## src/rtl/imem_loader_if.sv

```systemverilog
// Instruction beat stream and instruction-memory write port for imem_loader.
// The slave modport is the loader side; master is the producer/memory side.
interface imem_loader_if #(
    parameter int ADDR_W = 6
);
    logic              in_valid;
    logic              in_ready;
    logic [2:0]        in_op;
    logic [4:0]        in_rt;
    logic [4:0]        in_rn;
    logic [4:0]        in_rm;
    logic [18:0]       in_imm;
    logic              wr_en;
    logic [ADDR_W-1:0] wr_addr;
    logic [31:0]       wr_data;

    modport master (
        output in_valid, in_op, in_rt, in_rn, in_rm, in_imm,
        input  in_ready, wr_en, wr_addr, wr_data
    );

    modport slave (
        input  in_valid, in_op, in_rt, in_rn, in_rm, in_imm,
        output in_ready, wr_en, wr_addr, wr_data
    );
endinterface

```

## src/rtl/imem_loader.sv

```systemverilog
// LEGv8 instruction encoder/loader: encodes symbolic beats and writes them to consecutive imem words.
// Optional macro IMM_RANGE_CHECK_EN drops LDUR/STUR beats whose imm[18:9] is not a sign-extension of imm[8].
module imem_loader #(
    parameter int ADDR_W = 6,
    parameter int DEPTH  = 64
) (
    input  logic            clk,
    input  logic            reset,
    input  logic            start,
    input  logic            finish,
    imem_loader_if.slave    bus,
    output logic [ADDR_W:0] word_count,
    output logic            busy,
    output logic            full,
    output logic            done,
    output logic            err
);
    typedef enum logic [1:0] {
        S_IDLE,
        S_LOAD,
        S_FULL,
        S_DONE
    } state_t;

    localparam logic [ADDR_W:0] LAST_CNT = (ADDR_W+1)'(DEPTH - 1);
    localparam logic [ADDR_W:0] FULL_CNT = (ADDR_W+1)'(DEPTH);

    state_t            r_state;
    state_t            w_next;
    logic              r_wr_en;
    logic [ADDR_W-1:0] r_wr_addr;
    logic [ADDR_W-1:0] r_next_addr;
    logic [31:0]       r_wr_data;
    logic [ADDR_W:0]   r_word_count;
    logic              r_err;
    logic              w_ready;
    logic              w_accept;
    logic              w_legal;
    logic [31:0]       w_enc;

    assign w_accept = bus.in_valid && w_ready;

`ifdef IMM_RANGE_CHECK_EN
    logic w_imm_ok;
    // Only data-transfer formats truncate the immediate; CBZ uses all 19 bits.
    assign w_imm_ok = (bus.in_op > 3'd1) || (bus.in_imm[18:9] == {10{bus.in_imm[8]}});
    assign w_legal  = (bus.in_op != 3'd7) && w_imm_ok;
`else
    assign w_legal  = (bus.in_op != 3'd7);
`endif

    always_comb begin
        w_enc = '0;
        case (bus.in_op)
            3'd0: w_enc = {11'b111_1100_0010, bus.in_imm[8:0], 2'b00, bus.in_rn, bus.in_rt};
            3'd1: w_enc = {11'b111_1100_0000, bus.in_imm[8:0], 2'b00, bus.in_rn, bus.in_rt};
            3'd2: w_enc = {8'b1011_0100, bus.in_imm, bus.in_rt};
            3'd3: w_enc = {11'b100_0101_1000, bus.in_rm, 6'b0, bus.in_rn, bus.in_rt};
            3'd4: w_enc = {11'b110_0101_1000, bus.in_rm, 6'b0, bus.in_rn, bus.in_rt};
            3'd5: w_enc = {11'b100_0101_0000, bus.in_rm, 6'b0, bus.in_rn, bus.in_rt};
            3'd6: w_enc = {11'b101_0101_0000, bus.in_rm, 6'b0, bus.in_rn, bus.in_rt};
            default: w_enc = '0;
        endcase
    end

    always_ff @(posedge clk or negedge reset) begin
        if (!reset) r_state <= S_IDLE;
        else        r_state <= w_next;
    end

    // FULL is entered together with the DEPTH-th write so no further beat is taken.
    always_comb begin
        w_next = r_state;
        if (start) begin
            w_next = S_LOAD;
        end else begin
            case (r_state)
                S_IDLE: w_next = S_IDLE;
                S_LOAD: begin
                    if (finish)
                        w_next = S_DONE;
                    else if (w_accept && w_legal && (r_word_count == LAST_CNT))
                        w_next = S_FULL;
                end
                S_FULL: if (finish) w_next = S_DONE;
                S_DONE: w_next = S_IDLE;
                default: w_next = S_IDLE;
            endcase
        end
    end

    always_comb begin
        w_ready = (r_state == S_LOAD) && !start;
        busy    = (r_state == S_LOAD);
        done    = (r_state == S_DONE);
        full    = (r_word_count == FULL_CNT);
    end

    always_ff @(posedge clk or negedge reset) begin
        if (!reset) begin
            r_wr_en      <= 1'b0;
            r_wr_addr    <= '0;
            r_next_addr  <= '0;
            r_wr_data    <= '0;
            r_word_count <= '0;
            r_err        <= 1'b0;
        end else begin
            r_wr_en <= 1'b0;
            if (start) begin
                r_word_count <= '0;
                r_next_addr  <= '0;
                r_err        <= 1'b0;
            end else if (w_accept) begin
                if (w_legal) begin
                    r_wr_en      <= 1'b1;
                    r_wr_addr    <= r_next_addr;
                    r_wr_data    <= w_enc;
                    r_next_addr  <= r_next_addr + ADDR_W'(1);
                    r_word_count <= r_word_count + (ADDR_W+1)'(1);
                end else begin
                    r_err <= 1'b1;
                end
            end
        end
    end

    assign bus.in_ready = w_ready;
    assign bus.wr_en    = r_wr_en;
    assign bus.wr_addr  = r_wr_addr;
    assign bus.wr_data  = r_wr_data;
    assign word_count   = r_word_count;
    assign err          = r_err;
endmodule

```

## src/flat_wrapper.sv

```systemverilog
// flat-port wrapper written by rule: the top's interface ports become plain ports
module imem_loader_flat 
#(
    parameter int ADDR_W = 6,
    parameter int DEPTH  = 64
)
  (clk, reset, start, finish, word_count, busy, full, done, err, bus_in_valid, bus_in_op, bus_in_rt, bus_in_rn, bus_in_rm, bus_in_imm, bus_in_ready, bus_wr_en, bus_wr_addr, bus_wr_data);
  imem_loader_if #(.ADDR_W(ADDR_W)) bus_i ();
  input  logic clk;
  input  logic reset;
  input  logic start;
  input  logic finish;
  output logic [ADDR_W:0] word_count;
  output logic busy;
  output logic full;
  output logic done;
  output logic err;
  input wire logic [$bits(bus_i.in_valid)-1:0] bus_in_valid;
  input wire logic [$bits(bus_i.in_op)-1:0] bus_in_op;
  input wire logic [$bits(bus_i.in_rt)-1:0] bus_in_rt;
  input wire logic [$bits(bus_i.in_rn)-1:0] bus_in_rn;
  input wire logic [$bits(bus_i.in_rm)-1:0] bus_in_rm;
  input wire logic [$bits(bus_i.in_imm)-1:0] bus_in_imm;
  output wire logic [$bits(bus_i.in_ready)-1:0] bus_in_ready;
  output wire logic [$bits(bus_i.wr_en)-1:0] bus_wr_en;
  output wire logic [$bits(bus_i.wr_addr)-1:0] bus_wr_addr;
  output wire logic [$bits(bus_i.wr_data)-1:0] bus_wr_data;
  assign bus_i.in_valid = bus_in_valid;
  assign bus_i.in_op = bus_in_op;
  assign bus_i.in_rt = bus_in_rt;
  assign bus_i.in_rn = bus_in_rn;
  assign bus_i.in_rm = bus_in_rm;
  assign bus_i.in_imm = bus_in_imm;
  assign bus_in_ready = bus_i.in_ready;
  assign bus_wr_en = bus_i.wr_en;
  assign bus_wr_addr = bus_i.wr_addr;
  assign bus_wr_data = bus_i.wr_data;
  imem_loader #(.ADDR_W(ADDR_W), .DEPTH(DEPTH)) u_core (.clk(clk), .reset(reset), .start(start), .finish(finish), .bus(bus_i), .word_count(word_count), .busy(busy), .full(full), .done(done), .err(err));
endmodule
```

## config.mk

```make
export PLATFORM = sky130hd
export DESIGN_NAME = imem_loader_flat
export DESIGN_NICKNAME = d
export VERILOG_FILES = /design/src/rtl/imem_loader_if.sv /design/src/rtl/imem_loader.sv /design/src/flat_wrapper.sv
export SDC_FILE = /design/constraint.sdc
export NUM_CORES = 1
export LEC_CHECK = 0
export ABC_AREA = 1
export BUFFER_PORTS_ARGS = -buffer_cell sky130_fd_sc_hd__buf_2
export CORE_AREA = 2 2 92 67
export CTS_CLUSTER_DIAMETER = 120
export DETAILED_ROUTE_END_ITERATION = 7
export DIE_AREA = 0 0 94 69
export PLACE_DENSITY = 0.9
export SYNTH_ARGS = -nofsm -noshare
export SYNTH_HDL_FRONTEND = slang
export SYNTH_SLANG_ARGS = --single-unit
```

## constraint.sdc

```tcl
create_clock -name clk -period 1.9 [get_ports clk]
set_input_delay 0.57 -clock clk [delete_from_list [all_inputs] [get_ports clk]]
set_output_delay 0.57 -clock clk [all_outputs]
set_load 0.05 [all_outputs]
```

==> impl_summary.txt <==
----------------------------------------------------
[Finish]
  Sequential cell area in the final layout ... 1380 um^2
  Number of nets in the layout ... 481
  Layout cells sized above 1 ... 32.4%
  Final Util ... 62.9%
  Syn-to-layout area delta ... 28.8%
  Antenna fix cells ... 0
  Multi-input gate area ... 1180 um^2
  Fill cells ... 523

[Drt]
  Detailed-route wire length per cell ... 13.5 um
  Final antenna-violating net count ... 0
  Number of DRC markers after the initial detailed-route iteration ... 208
  Total DRC errors in the routed layout ... 0
  Count of TritonRoute iterations in the first routing pass ... 4
  Total Routed Length ... 6.85 mm
  Total number of vias ... 2542
  Detailed-route vias per instance ... 5.01

[Power and ir drop]
  Total Power ... 4.91 mW
  VDD IR-drop max ... 0.000859 V
  Power density of the placed cells ... 1390 nW/um^2
  Leakage power of the design ... 1.95 nW

[GRT]
  Global-route total usage across every layer ... 21.5%
  Sum of overflow across all layers after global routing ... 0
  Met3 capacity usage during global routing ... 4.48%
  Antenna violations before repair ... 0
  Global-route wire length before repair ... 11.2 mm
  Most crowded layer after global routing ... met2
  GR Layer Usage met2 ... 32.9%
  Global Route met1 Usage ... 31.3%
  Pin count of the biggest net entering global routing ... 56
  Via count of the first global-routing pass ... 2374

[Critical path]
  Crit Reg-Reg Endpoint ... u_core.r_next_addr[5]$_DFFE_PN0P_
  Sort of element at the start of the critical path ... register
  Launch point of the worst reg-to-reg path ... u_core.r_state[0]$_DFFE_PN0P_
  Worst path arrival time ... 1.37 ns
  Worst Path Required ... 1.33 ns
  Type of element capturing the critical path ... primary output
  Startpoint of the worst setup timing path ... u_core.word_count[0]$_DFFE_PN0P_
  Worst reg2reg path depth ... 7
  Critical path class ... reg -> out
  Endpoint of the worst setup timing path ... full
  Reg-to-reg setup timing slack ... 0.08 ns
  Crit Path Max Fanout ... 2

[STA]
  Number of endpoints failing setup at the final stage ... 1
  Post-layout worst setup margin ... -0.0409 ns
  Tightest slew margin relative to the limit ... 67.5%
  Maximum achievable frequency ... 0.515 GHz
  Number of hold violations in the final report ... 0
  Transition time of the tightest slew-check pin ... 0.488 ns
  Maximum clock skew at final layout ... 0.00686 ns
  Total negative setup slack ... -0.0409 ns
  Minimum clock period after layout ... 1.94 ns
  Ratio of final minimum period to clock period ... 102%
  RSZ-0062 raised after global routing ... yes
  Final Slew Violations ... 0

[Logic synthesis]
  Number of synthesized flops with an enable pin ... 0
  Number of instances in the synthesized netlist ... 326
  Post-synthesis area per instance ... 8.41 um^2
  Fraction of registers with async set/reset ... 100%
  Yosys Warn Count ... 0
  Yosys cell types ... 30
  Cells taking the most area after synthesis ... sky130_fd_sc_hd__dfrtp_1, sky130_fd_sc_hd__nand2_1, sky130_fd_sc_hd__inv_1, sky130_fd_sc_hd__nand3_1, sky130_fd_sc_hd__nor2_1
  Part of the Yosys area used for sequential elements ... 50.2%
  Top-count cell post-synth ... sky130_fd_sc_hd__nand2_1
  Cell area after synthesis ... 2740 um^2
  FF+latch count, synth ... 55
  Flip-flop cell with the highest count after synthesis ... sky130_fd_sc_hd__dfrtp_1
  Leading post-synthesis cells by instance count ... sky130_fd_sc_hd__nand2_1, sky130_fd_sc_hd__dfrtp_1, sky130_fd_sc_hd__inv_1
  Top cell type by total area after synthesis ... sky130_fd_sc_hd__dfrtp_1
  Net Count, Synth ... 375
  Area share of the largest cell type after synthesis ... 50.2%

[Run status]
  Run status ... complete, but fails checks
  Violated checks ... negative setup slack

[CTS]
  Skew-Pair Late Insertion Delay ... 0.30 ns
  CTS clock-pin slew for the worst setup and hold paths ... 0.10 ns
  Clock tree root buffer cell ... sky130_fd_sc_hd__clkbuf_8
  CTS HTree Levels ... 2
  Number of sinks driven by the clock tree ... 55
  Number of clock buffers inserted by TritonCTS ... 5
  CTS tree ... done
  Maximum root-to-sink buffer count ... 2

[Floorplan]
  Die Y ... 69 um
  Row count ... 23
  Core area ... 5610 um^2
  Area enclosed by the die boundary ... 6490 um^2
  Horiz. Die Dim ... 94 um
  Starting Density ... 48.8%
  Total I/O pin count ... 93

[Placed design]
  Sum of net half-perimeters after detailed placement ... 4.91 mm
  # port buffers ... 92
  Worst setup slack after placement ... 0.0333 ns
  Gpl congestion ... 0.855

[Run]
  Number of max-cap violations ... 0

[Min path]
  Class of the worst hold path ... in -> async

----------------------------------------------------
-- where the power goes --
group	total, mW	internal, mW	switching [mW]	leakage, nW
combinational	2.46	0.624	1.84	1.19
sequential	1.71	1.51	0.204	0.708
clock	0.740	0.387	0.353	0.0513
-- state kept, by name, summed over array words and instances (netlist names) --
signal / flops
u_core.bus.wr_data: 32
u_core.word_count: 7
u_core.bus.wr_addr: 6
u_core.r_next_addr: 6
u_core.r_state: 2
u_core.bus.wr_en: 1
u_core.err: 1
-- per-stage QoR --
step                      cells  area [um^2]  hold slack (ns)
after floorplan             326         2780            0.274
after global placement      491         3330            0.446
after detailed placement    491         3330            0.452
after CTS                   503         3500            0.255
after global routing        507         3530            0.265
final                       507         3530            0.251
-- placed cells by master, fill, tap and decap left out, types with 2 or more instances in the layout --
master,instances
sky130_fd_sc_hd__dfrtp_1,52
sky130_fd_sc_hd__nand2_1,96
sky130_fd_sc_hd__clkbuf_8,5
sky130_fd_sc_hd__nand4_1,11
sky130_fd_sc_hd__nor2_1,25
sky130_fd_sc_hd__ha_4,2
sky130_fd_sc_hd__nor2_4,2
sky130_fd_sc_hd__inv_4,2
sky130_fd_sc_hd__dfrtp_2,3
sky130_fd_sc_hd__nand3_1,25
sky130_fd_sc_hd__buf_2,90
sky130_fd_sc_hd__o21ai_2,8
sky130_fd_sc_hd__nor3_1,3
sky130_fd_sc_hd__a21oi_1,10
sky130_fd_sc_hd__inv_2,3
sky130_fd_sc_hd__o21ai_0,17
sky130_fd_sc_hd__buf_4,16
sky130_fd_sc_hd__ha_1,5
sky130_fd_sc_hd__a22oi_1,5
sky130_fd_sc_hd__inv_1,32
sky130_fd_sc_hd__a22o_1,3
-- critical path, cell delays in order, from the launching register on --
cell and delay (ns):
sky130_fd_sc_hd__dfrtp_2 0.43, sky130_fd_sc_hd__inv_2 0.08, sky130_fd_sc_hd__ha_4 0.12, sky130_fd_sc_hd__nand4_1 0.12
sky130_fd_sc_hd__nor3_4 0.15, sky130_fd_sc_hd__buf_6 0.18
-- cell families (layout without fill, tap and decap cells) --
| group | count (synthesis) | count (layout) | synth area share [%] |
|---|---|---|---|
| xor gates and xnor gates | 1 | 1 | 0.320 |
| DFF | 55 | 55 | 50.2 |
| buffers and inverters | 49 | 155 | 8.36 |
| and+or+nand+nor | 167 | 167 | 26.9 |
| AOI/OAI and AO/OA | 47 | 47 | 11.0 |
| adders and majority gates | 7 | 7 | 3.20 |
-- final cells by class --
type | count | area share, %
multi-input cells | 222 | 33.4
clock buffers | 6 | 2.06
repair buffers | 109 | 17.5
inverters | 39 | 4.43
clock inverters | 1 | 0.851
well taps | 75 | 2.66
flip-flops and latches | 55 | 39.1
-- metal layers --
layer | part of all wire (%) | up-vias
li1 | - | 1264
met1 | 47 | 1172
met2 | 45 | 98
met3 | 6.4 | 8
met4 | 1.3 | 0
met5 | 0 | -
-- what timing repair did --
item / in CTS / in global routing
pin swaps: 3 / 1
setup buffers: 5 / 4
endpoints found under the hold margin: 0 / 0
hold buffers: 0 / 0
setup endpoints to repair: 3 / 2
gates resized for setup: 8 / 2
-- worst min path at each step --
stage | slack [ns] | end | cells after the start | start
floorplan | 0.27 | u_core.bus.wr_addr[0]$_DFFE_PN0P_ | 0 | reset
global placement | 0.45 | u_core.bus.wr_data[31]$_DFFE_PN0P_ | 1 | u_core.bus.wr_data[31]$_DFFE_PN0P_
detailed placement | 0.45 | u_core.bus.wr_data[31]$_DFFE_PN0P_ | 1 | u_core.bus.wr_data[31]$_DFFE_PN0P_
CTS | 0.25 | u_core.bus.wr_data[31]$_DFFE_PN0P_ | 2 | reset
global route | 0.27 | u_core.bus.wr_data[31]$_DFFE_PN0P_ | 2 | reset
finish | 0.25 | u_core.bus.wr_addr[0]$_DFFE_PN0P_ | 2 | reset
Power figures use the tool's default switching activity.
